$ cat config.mk
export PLATFORM = sky130hd
export DESIGN_NAME = debug_display_scan
export DESIGN_NICKNAME = d
export VERILOG_FILES = /design/src/rtl/debug_display_pkg.sv /design/src/rtl/hex_to_seg7.sv /design/src/rtl/debug_display_scan.sv
export SDC_FILE = /design/constraint.sdc
export NUM_CORES = 1
export LEC_CHECK = 0
export BUFFER_PORTS_ARGS = -buffer_cell sky130_fd_sc_hd__buf_2
export CAP_MARGIN = 20
export CORE_MARGIN = 2
export CORE_UTILIZATION = 45
export DETAILED_ROUTE_END_ITERATION = 7
export PLACE_DENSITY_LB_ADDON = 0.05
export SKIP_CTS_REPAIR_TIMING = 1
export SYNTH_ARGS = -nofsm -noshare
export SYNTH_HDL_FRONTEND = slang
export SYNTH_SLANG_ARGS = --single-unit
export TNS_END_PERCENT = 50
$ cat constraint.sdc
create_clock -name CLK -period 3.3 [get_ports CLK]
set_input_delay 0.33 -clock CLK [delete_from_list [all_inputs] [get_ports CLK]]
set_output_delay 0.33 -clock CLK [all_outputs]
set_load 0.03 [all_outputs]
$ cat src/rtl/debug_display_pkg.sv
// Shared constants for the debug seven-segment scanner: digit geometry and the
// active-low hex glyph table, bit order {g,f,e,d,c,b,a}.
package debug_display_pkg;

  localparam int SEG_W  = 7;
  localparam int DIGITS = 4;

  localparam logic [SEG_W-1:0] HEX_SEG [16] = '{
    7'h40, 7'h79, 7'h24, 7'h30, 7'h19, 7'h12, 7'h02, 7'h78,
    7'h00, 7'h10, 7'h08, 7'h03, 7'h46, 7'h21, 7'h06, 7'h0E
  };

endpackage

$ cat src/rtl/hex_to_seg7.sv
// Combinational nibble-to-glyph decoder for a common-anode seven-segment digit.
module hex_to_seg7
  import debug_display_pkg::*;
(
  input  logic [3:0]       i_nib,
  output logic [SEG_W-1:0] o_seg
);

  assign o_seg = HEX_SEG[i_nib];

endmodule

$ cat src/rtl/debug_display_scan.sv
// Time-multiplexed 4-digit hex display of one selected 16-bit debug word.
// Optional macro DEBUG_DISPLAY_SEL_DP_EN lights the decimal point on the digit whose index matches the displayed word's sel.
module debug_display_scan
  import debug_display_pkg::*;
#(
  parameter int SCAN_DIV = 100000
) (
  input  logic              CLK,
  input  logic              Reset,
  input  logic [15:0]       in_word0,
  input  logic [15:0]       in_word1,
  input  logic [15:0]       in_word2,
  input  logic [15:0]       in_word3,
  input  logic [1:0]        sel,
  output logic [SEG_W-1:0]  seg,
  output logic              dp,
  output logic [DIGITS-1:0] an,
  output logic              frame_done
);

  localparam int CNT_W = (SCAN_DIV > 1) ? $clog2(SCAN_DIV) : 1;

  logic [CNT_W-1:0] r_cnt;
  logic [1:0]       r_idx;
  logic [15:0]      r_snap;
  logic             r_frame_done;

  logic             w_cnt_last;
  logic             w_wrap;
  logic [15:0]      w_word_sel;
  logic [3:0]       w_nib;

  assign w_cnt_last = (r_cnt == CNT_W'(SCAN_DIV - 1));
  assign w_wrap     = w_cnt_last && (r_idx == 2'd3);

  always_comb begin
    w_word_sel = in_word0;
    case (sel)
      2'd0: w_word_sel = in_word0;
      2'd1: w_word_sel = in_word1;
      2'd2: w_word_sel = in_word2;
      2'd3: w_word_sel = in_word3;
      default: w_word_sel = in_word0;
    endcase
  end

  // Snapshot is only refreshed at frame wrap so every digit of a frame shows one value.
  always_ff @(posedge CLK) begin
    if (Reset) begin
      r_cnt        <= '0;
      r_idx        <= 2'd0;
      r_snap       <= 16'h0000;
      r_frame_done <= 1'b0;
    end else begin
      r_cnt        <= w_cnt_last ? '0 : r_cnt + CNT_W'(1);
      r_frame_done <= w_wrap;
      if (w_cnt_last) r_idx  <= r_idx + 2'd1;
      if (w_wrap)     r_snap <= w_word_sel;
    end
  end

  assign w_nib      = r_snap[{r_idx, 2'b00} +: 4];
  assign an         = ~(DIGITS'(1) << r_idx);
  assign frame_done = r_frame_done;

  hex_to_seg7 u_hex (
    .i_nib (w_nib),
    .o_seg (seg)
  );

`ifdef DEBUG_DISPLAY_SEL_DP_EN
  logic [1:0] r_sel_snap;

  always_ff @(posedge CLK) begin
    if (Reset)       r_sel_snap <= 2'd0;
    else if (w_wrap) r_sel_snap <= sel;
  end

  assign dp = (r_idx == r_sel_snap) ? 1'b0 : 1'b1;
`else
  assign dp = 1'b1;
`endif

endmodule

==> results of run 1 <==
==> final timing paths <==
check / startpoint / endpoint / slack, ns / cells past startpoint
setup / recovery: r_idx[0]$_SDFFE_PP0N_ / seg[0] / 0.64 / 6
hold / removal: Reset / r_snap[3]$_SDFFE_PP0P_ / 0.44 / 2
setup reg to reg: r_idx[0]$_SDFFE_PP0N_ / r_snap[2]$_SDFFE_PP0P_ / 0.98 / 5
hold reg to reg: r_snap[11]$_SDFFE_PP0P_ / r_snap[11]$_SDFFE_PP0P_ / 0.48 / 2
==> stage by stage <==
step,hold WS [ns],total power [mW],setup WS [ns],cells
finish,0.440,0.876,0.637,385
global route,0.451,0.910,0.467,385
CTS,0.433,0.882,0.623,385
detailed placement,0.469,0.553,0.946,377
global placement,0.462,0.552,0.995,377
floorplan,0.447,0.510,0.708,246
==> kinds of logic (layout without fill, tap and decap cells) <==
kind of cell	after synthesis	after routing	synth area share [%]
adders and majority gates	11	11	5.86
AOI/OAI and AO/OA	56	56	13.6
buffers and inverters	30	99	6.08
other	1	1	0.160
muxes	22	22	20.1
xor gates and xnor gates	11	11	4.10
and+or+nand+nor	79	79	19.3
DFF	36	36	30.7
==> layout make-up <==
type	instances	area, µm²
inverters	10	37.5
multi-input cells	180	1480
fillers	490	2240
well taps	70	87.6
clock buffers	7	86.3
repair buffers	81	410
clock inverters	1	7.51
flip-flops and latches	36	721
==> power groups by stage <==
stage	combinational, mW	sequential [mW]	clock (mW)
global placement	0.0987	0.453	0
detailed placement	0.100	0.453	0
finish	0.0988	0.443	0.334
CTS	0.101	0.443	0.339
floorplan	0.0591	0.451	0
global route	0.110	0.444	0.357
==> routing by layer <==
metal	track usage, %	vias up	share of wire (%)
met1	27.0	954	48
met5	0	-	0
met3	4.27	9	6.8
met4	7.82	0	1.9
li1	-	1058	-
met2	30.1	77	44
==> cell usage in the layout, fill, tap and decap left out, drive strengths merged, types with 2 or more instances in the layout <==
cell    Yosys  final
or4         3      3
nand2      10     10
dfxtp      36     36
buf        13     81
mux2        2      2
and3        2      2
xnor2       4      4
ha         11     11
a21oi      23     23
inv        10     10
mux4       20     20
and2        2      2
nor3        3      3
nor4        2      2
or3         2      2
nand3      10     10
clkbuf      7      7
nor2b       2      2
o21ai      23     23
nor2       15     15
xor2        7      7
o21a        3      3
nand4      23     23
o31ai       3      3
==> flip-flops by register name, summed over array words and instances, names as in the netlist <==
| register | cells |
|---|---|
| frame_done | 1 |
| r_idx | 2 |
| r_cnt | 17 |
| r_snap | 16 |
==> worst reg2reg max path, delay by kind of cell, from the launching register on <==
kind | cells | cell delay (ns)
simple gates | 2 | 0.68
fa+ha+maj | 1 | 0.58
flops | 1 | 0.55
compound gates | 2 | 0.40
==> results.md, run 1 <==
* PortBufs at 79
* Vias/cell at 5.45
* Final wirelength at 5430 µm
* Row count at 26
* Most frequent cell on the critical path: inv_1
* Setup TNS at 0 ns
* Final Max Tran Viols at 0
* Switch share at 23.6%
* Yosys top cell area share at 30.7%
* Startpoint Class: flip-flop
* Cell with the most instances after synthesis: dfxtp_1
* Fin util at a little under three fifths
* Min Tclk post-route at 2.66 ns
* First-pass GRT wire length at 9180 µm
* Setup-failing EPs final at 0
* Starting Density at 46.3%
* Netlist cell types at 40
* Clk_lat worst skew at approximately 0.30 ns
* Number of synthesized flops with an enable pin at 0
* Pint at about 670 µW
* Die Ht at ~76 µm
* Max_cap viols at 0
* Clock slew at reported path FFs at approximately 0.07 ns
* Synth top area cells: dfxtp_1 (31%), mux4_2 (19%), nand4_1 (6.1%), ha_1 (5.9%), a21oi_1 (4.9%)
* Clock network power share at 38.2%
* Synth cell count leaders: dfxtp_1 (36), a21oi_1 (23), nand4_1 (23), o21ai_0 (23), mux4_2 (20)
* Final worst-path cycle share at 80.7%
* Pleak at 1.07 nW
* Clk root buf: clkbuf_8
* 1st-pass router iterations at 4
* PwrDens at 309 mW/mm²
* Reg power frac at between 50% and 60%
* Yosys warnings at 0
* Layout area overhead at 20.7%
* Design area at 0.00283 mm²
* Slowest library cell on the worst path: mux4_2
* Logic gate share of total power at 11.3%
* GRT Total Usage at 19.6%
* Core area at 0.00507 mm²
* Delay-heaviest family, CP: multiplexers
* NetSw at 206 µW
* RSZ-0062 raised after global routing: no
* Final ANT Viol Nets at 0
* Min-delay worst type: input pin to flip-flop
* Max VDD drop at ~0.00016 V
* CTS buffer count at 5
* Synth area leader: dfxtp_1
* CP max stage delay at 0.63 ns
* Vias at 2098
* Gate Count Post-Synth at approximately 250
* Final GP Congestion at 0.803
* Number of global-route vias before repair at 1953
* Antenna cells at 0
* Fin nets at 393
* CP cell instances: mux4_2, inv_1, ha_1, inv_1, o31ai_1, buf_2
* Post-Syn Area at 0.00235 mm²
* Slew HR at 50.9%
* Bufs and invs on worst path at 3
* Post-synthesis register bit count at 36
* Clock tree from TritonCTS: done
* Io pins at 81
* H-tree depth at 2
* FFs w/ async S/R, synth at 0%
* Worst Setup End Kind: output port
* Cell area after placement at 0.00274 mm²
* Routed length per instance at about 14 µm
* CP required at 2.97 ns
* Initial antenna violation count at 0
* Die W at 76.2 µm
* Post-DP HPWL at approximately 4200 µm
* Mean Syn Cell Area at 9.54 µm²
* Clock sink count at 36
* Critical path class: flip-flop to output port
* Clock buffer depth at 2
* Slew @ Worst Pin at 0.730 ns
* CP arrival at 2.33 ns
* DRC violations left at 0
* Syn Nets at 325
* Initial DRC count at 126
* Largest net degree at the start of global routing at 21
* Sequential fraction of the synthesis area at 30.7%
* Post-Route Skew at ~0.010 ns
* FMAX at 0.376 GHz
* Worst-path fanout max at 8
* Final global-route overflow total at 0
* Predominant post-synthesis flop cell: dfxtp_1
* Status: finished, final reports clean
* Die ar. at 0.00581 mm²
* Final hold violations at 0
* Layout cells sized above 1 at 36.5%
Note: power is estimated with default switching activity, not from simulation.
==> inputs of run 2 (changes only) <==
clock period = 2.55 ns   (was 3.3 ns; I/O delays follow)
==> run 2 against run 1 <==
Net effect: power rose by 30%; sequential share of layout area decreased by 0.26 points; sequential power increased by 29%; wire length increased by 1.6%; cell count up 0.78%; clock power up 30%; highest routed layer unchanged; critical path depth down 1; core utilization increased by 0.67 points.
==> results.md, run 2 (same netlist as run 1, synthesis figures left out) <==
* Slowest library cell on the worst path: mux4_2
* PwrDens at roughly 400 mW/mm²
* CP required at 2.30 ns
* Slew HR at between 60 and 70%
* DRC violations left at 0
* Clock slew at reported path FFs at 0.07 ns
* CP arrival at about 2.2 ns
* Most frequent cells in the layout: buf_2 (79), dfxtp_1 (35), o21ai_0 (23), a21oi_1 (23), nand4_1 (23)
* Critical path class: flip-flop to output port
* Largest register FFs at 17
* Post-DP HPWL at 4290 µm
* Starting Density at 46.3%
* Slew @ Worst Pin at 0.500 ns
* Antenna cells at 0
* Core area at 0.00507 mm²
* Reg-to-reg startpoint: r_cnt[0]$_SDFF_PP0_
* 1st-pass router iterations at 4
* Startpoint Class: flip-flop
* Reg with most FFs: r_cnt
* Largest net degree at the start of global routing at 21
* Vias at 2165
* Setup TNS at 0 ns
* Worst-path fanout max at 6
* Reg2reg end: r_snap[6]$_SDFFE_PP0P_
* Max VDD drop at 0.000228 V
* CP max stage delay at 0.60 ns
* GRT Total Usage at about a fifth
* Sequential Area at 722 µm²
* Setup ws final at approximately 0.14 ns
* RSZ-0062 raised after global routing: no
* Commonest non-fill, non-tap cell in the layout: buf_2
* Reg2reg path depth at 6
* Final worst-path cycle share at 94.7%
* CP cell instances: mux4_2, ha_1, mux2_2, o21ai_0, buf_2
* Clk root buf: clkbuf_8
* Placement Setup Slack at 0.348 ns
* Clock buffer depth at 2
* DP Cell Count at around 380
* Final ANT Viol Nets at 0
* Layout cells sized above 1 at 37.7%
* Clock sink count at 36
* Total power at 1.14 mW
* CTS buffer count at 5
* Final Max Tran Viols at 0
* Fillers at 491
* Clock tree from TritonCTS: done
* Routed length per instance at 14.2 µm
* First-pass GRT wire length at 9180 µm
* Initial antenna violation count at 0
* Worst Setup End Kind: output port
* PortBufs at 79
* Min Tclk post-route at 2.41 ns
* Io pins at 81
* Min-delay worst type: input pin to flip-flop
* Final GP Congestion at 0.802
* Die ar. at 0.00581 mm²
* Die Ht at 76.2 µm
* Finished Layout Cells at 388
* Clk_lat worst skew at approximately 0.28 ns
* Multi-input gate area at 0.00148 mm²
* Top Registers: r_cnt (17), r_snap (16), r_idx (2)
* H-tree depth at 2
* Pleak at 1.10 nW
* Worst setup path start: r_idx[0]$_SDFFE_PP0N_
* Fin nets at 397
* Row count at 26
* Die W at 76.2 µm
* Post-Route Skew at between 0.005 and 0.006 ns
* Final global-route overflow total at 0
* FMAX at 0.414 GHz
* Initial DRC count at 87
* Final wirelength at 5520 µm
* Max_cap viols at 0
* Final hold violations at 0
* Number of global-route vias before repair at 2020
* Setup-failing EPs final at 0
* Vias/cell at 5.58
* R2R setup slack at 0.61 ns
* Layout area overhead at 22.2%
* Fin util at a little under three fifths
* Status: finished, final reports clean
* Worst setup endpoint: seg[4]
run 2: power by group:
group          switching, mW  internal (mW)
clock network          0.193          0.241
registers            0.00695          0.566
logic                 0.0485         0.0807
run 2: layout make-up:
class / count / area share (%)
Clock buffer: 7 / 3.36
Inverter: 10 / 1.31
Sequential cell: 36 / 25.2
Tap cell: 70 / 3.05
Multi-Input combinational cell: 180 / 51.7
Timing Repair Buffer: 85 / 15.4
run 2: layer usage:
layer	global-route usage, %	routed length (µm)	up-vias
li1	-	-	1069
met1	26.9	2640	1005
met2	29.6	2400	85
met3	5.21	416	6
met4	5.27	59	0
met5	0	0	-
run 2: worst min path at each step:
| stage | depth (start not counted) | from | end |
|---|---|---|---|
| finish | 2 | Reset | r_snap[12]$_SDFFE_PP0P_ |
| global placement | 2 | r_snap[8]$_SDFFE_PP0P_ | r_snap[8]$_SDFFE_PP0P_ |
| global route | 2 | Reset | r_snap[2]$_SDFFE_PP0P_ |
| detailed placement | 2 | r_snap[15]$_SDFFE_PP0P_ | r_snap[15]$_SDFFE_PP0P_ |
| CTS | 2 | Reset | r_snap[1]$_SDFFE_PP0P_ |
| floorplan | 2 | r_snap[15]$_SDFFE_PP0P_ | r_snap[15]$_SDFFE_PP0P_ |
run 2: critical path, delay by kind of cell (launching register included):
kind / cells / cell delay [ns]
AO/OA/AOI/OAI: 1 / 0.16
adder cells (fa/ha/maj): 1 / 0.23
buffers and inverters: 1 / 0.22
flip-flops: 1 / 0.40
multiplexers: 2 / 0.87
run 2: per-stage QoR:
step / instance area, µm² / hold slack (ns)
2_1_floorplan: 2350 / 0.447
3_3_place_gp: 2770 / 0.459
3_5_place_dp: 2770 / 0.468
4_1_cts: 2870 / 0.368
5_1_grt: 2870 / 0.382
6_report: 2870 / 0.383
==> inputs of run 3 (changes only) <==
CORE_MARGIN = 4   (was 2)
==> run 3 against run 2 <==
Net effect: die area rose by 11%; sequential cell count unchanged; first-iteration DRC count increased by 62%; power is 0.18% higher; non-clock buffer count stayed put; critical path depth is the same; critical endpoint unchanged; largest power group unchanged.
==> results.md, run 3 (same netlist as run 1, synthesis figures left out) <==
* RSZ-0062 raised after global routing: no
* Reg2reg path depth at 6
* CP max stage delay at 0.61 ns
* Post-Route Skew at 0.00377 ns
* Fin nets at 397
* Post-DP HPWL at 4450 µm
* Fillers at 464
* Worst hold margin at 0.375 ns
* Final hold violations at 0
* Final ANT Viol Nets at 0
* Min-delay worst type: input pin to flip-flop
* Number of global-route vias before repair at 1975
* Final worst-path cycle share at 94.5%
* Worst Setup End Kind: output port
* FMAX at 0.415 GHz
* CTS buffer count at 5
* PwrDens at 396 mW/mm²
* Slowest library cell on the worst path: mux4_2
* DP Cell Count at 381
* Max VDD drop at ~0.00018 V
* CP cell instances: buf_4, mux4_2, mux2_2, o21ai_0, buf_2
* Row count at 26
* Clk root buf: clkbuf_8
* Final global-route overflow total at 0
* Startpoint Class: flip-flop
* Total power at 1.14 mW
* Initial DRC count at between 100 and 150
* Top Registers: r_cnt (17), r_snap (16), r_idx (2)
* Die W at 80.2 µm
* First-pass GRT wire length at approximately 9200 µm
* Reg2reg end: r_snap[14]$_SDFFE_PP0P_
* Final GP Congestion at 0.793
* PortBufs at 79
* Layout area overhead at 22.3%
* Setup TNS at 0 ns
* Vias at 2119
* Status: finished, final reports clean
* GRT Total Usage at around 18%
* CP required at between 2 and 2.5 ns
* CP arrival at 2.15 ns
* Design area at 0.00287 mm²
* Routed length per instance at 14.6 µm
* Finished Layout Cells at a little under 400
* Worst-path fanout max at 11
* Reg-to-reg startpoint: r_cnt[0]$_SDFF_PP0_
* Most frequent cells in the layout: buf_2 (78), dfxtp_1 (35), o21ai_0 (23), a21oi_1 (23), nand4_1 (23)
* Clock slew at reported path FFs at 0.07 ns
* Starting Density at 46.3%
* Antenna cells at 0
* Setup-failing EPs final at 0
* 1st-pass router iterations at 4
* Io pins at 81
* Final Max Tran Viols at 0
* Critical path class: flip-flop to output port
* WHS Path Cells at 2
* Max_cap viols at 0
* Commonest non-fill, non-tap cell in the layout: buf_2
* Layout cells sized above 1 at around 38%
* Core area at a little over 0.005 mm²
* DRC violations left at 0
* R2R setup slack at a little over 0.6 ns
* Worst hold path startpoint: Reset
* Clk_lat worst skew at 0.28 ns
* Min Tclk post-route at between 2 and 2.5 ns
* Bufs and invs on worst path at 2
* Initial antenna violation count at 0
* Reg with most FFs: r_cnt
* Delay-heaviest family, CP: multiplexers
* Die Ht at 80.2 µm
* Largest register FFs at 17
* Clock tree from TritonCTS: done
* Clock buffer depth at 2
* Largest net degree at the start of global routing at 21
* Hold Path End: r_snap[1]$_SDFFE_PP0P_
* Cell area after placement at 0.00277 mm²
* H-tree depth at 2
* Final wirelength at 5670 µm
* Vias/cell at between 5 and 6
* Clock sink count at 36
* Die ar. at 0.00644 mm²
* Pleak at 1.10 nW
run 3: cell counts in the layout (fill, tap and decap cells not counted):
No cell type changed its count.
run 3: how the worst max path moves through the flow:
| stage | start | endpoint | cells past startpoint |
|---|---|---|---|
| after floorplan | r_idx[0]$_SDFFE_PP0N_ | seg[0] | 6 |
| after global placement | r_idx[0]$_SDFFE_PP0N_ | seg[0] | 6 |
| after detailed placement | r_idx[0]$_SDFFE_PP0N_ | seg[0] | 6 |
| after CTS | r_idx[0]$_SDFFE_PP0N_ | seg[0] | 6 |
| after global routing | r_idx[0]$_SDFFE_PP0N_ | seg[0] | 6 |
| final | r_idx[0]$_SDFFE_PP0N_ | seg[4] | 5 |
run 3: power by group:
| part | switching (mW) | internal (mW) |
|---|---|---|
| combinational | 0.0483 | 0.0807 |
| clock | 0.195 | 0.241 |
| sequential | 0.00721 | 0.566 |
| total | 0.250 | 0.887 |
run 3: metal layers:
layer	global-route usage [%]	wire length, µm	up-vias
met1	26.5	2710	959
met4	5.57	41	0
met5	0	0	-
met3	5.94	485	4
li1	-	-	1065
met2	25.9	2430	91
run 3: area by class of cell:
class	instances	area, µm²	area share (%)
Timing Repair Buffer	85	443	15.4
Multi-Input combinational cell	180	1480	51.7
Inverter	10	37.5	1.31
Sequential cell	36	722	25.2
Tap cell	70	87.6	3.05
Clock buffer	7	96.3	3.36
run 3: worst register-to-register path, cell delays in order, from the launching register on:
cell,delay [ns]
dfxtp_1,0.45
ha_1,0.22
nand2_1,0.10
or4_4,0.52
buf_4,0.21
o21ai_0,0.20
a21oi_1,0.09
run 3: stage by stage:
| stage | setup WS, ns | util, % |
|---|---|---|
| 2_1_floorplan | 0.0334 | - |
| 3_3_place_gp | 0.385 | 54.6 |
| 3_5_place_dp | 0.354 | 54.6 |
| 4_1_cts | 0.0303 | 56.5 |
| 5_1_grt | 0.0184 | 56.6 |
| 6_report | 0.141 | 56.6 |
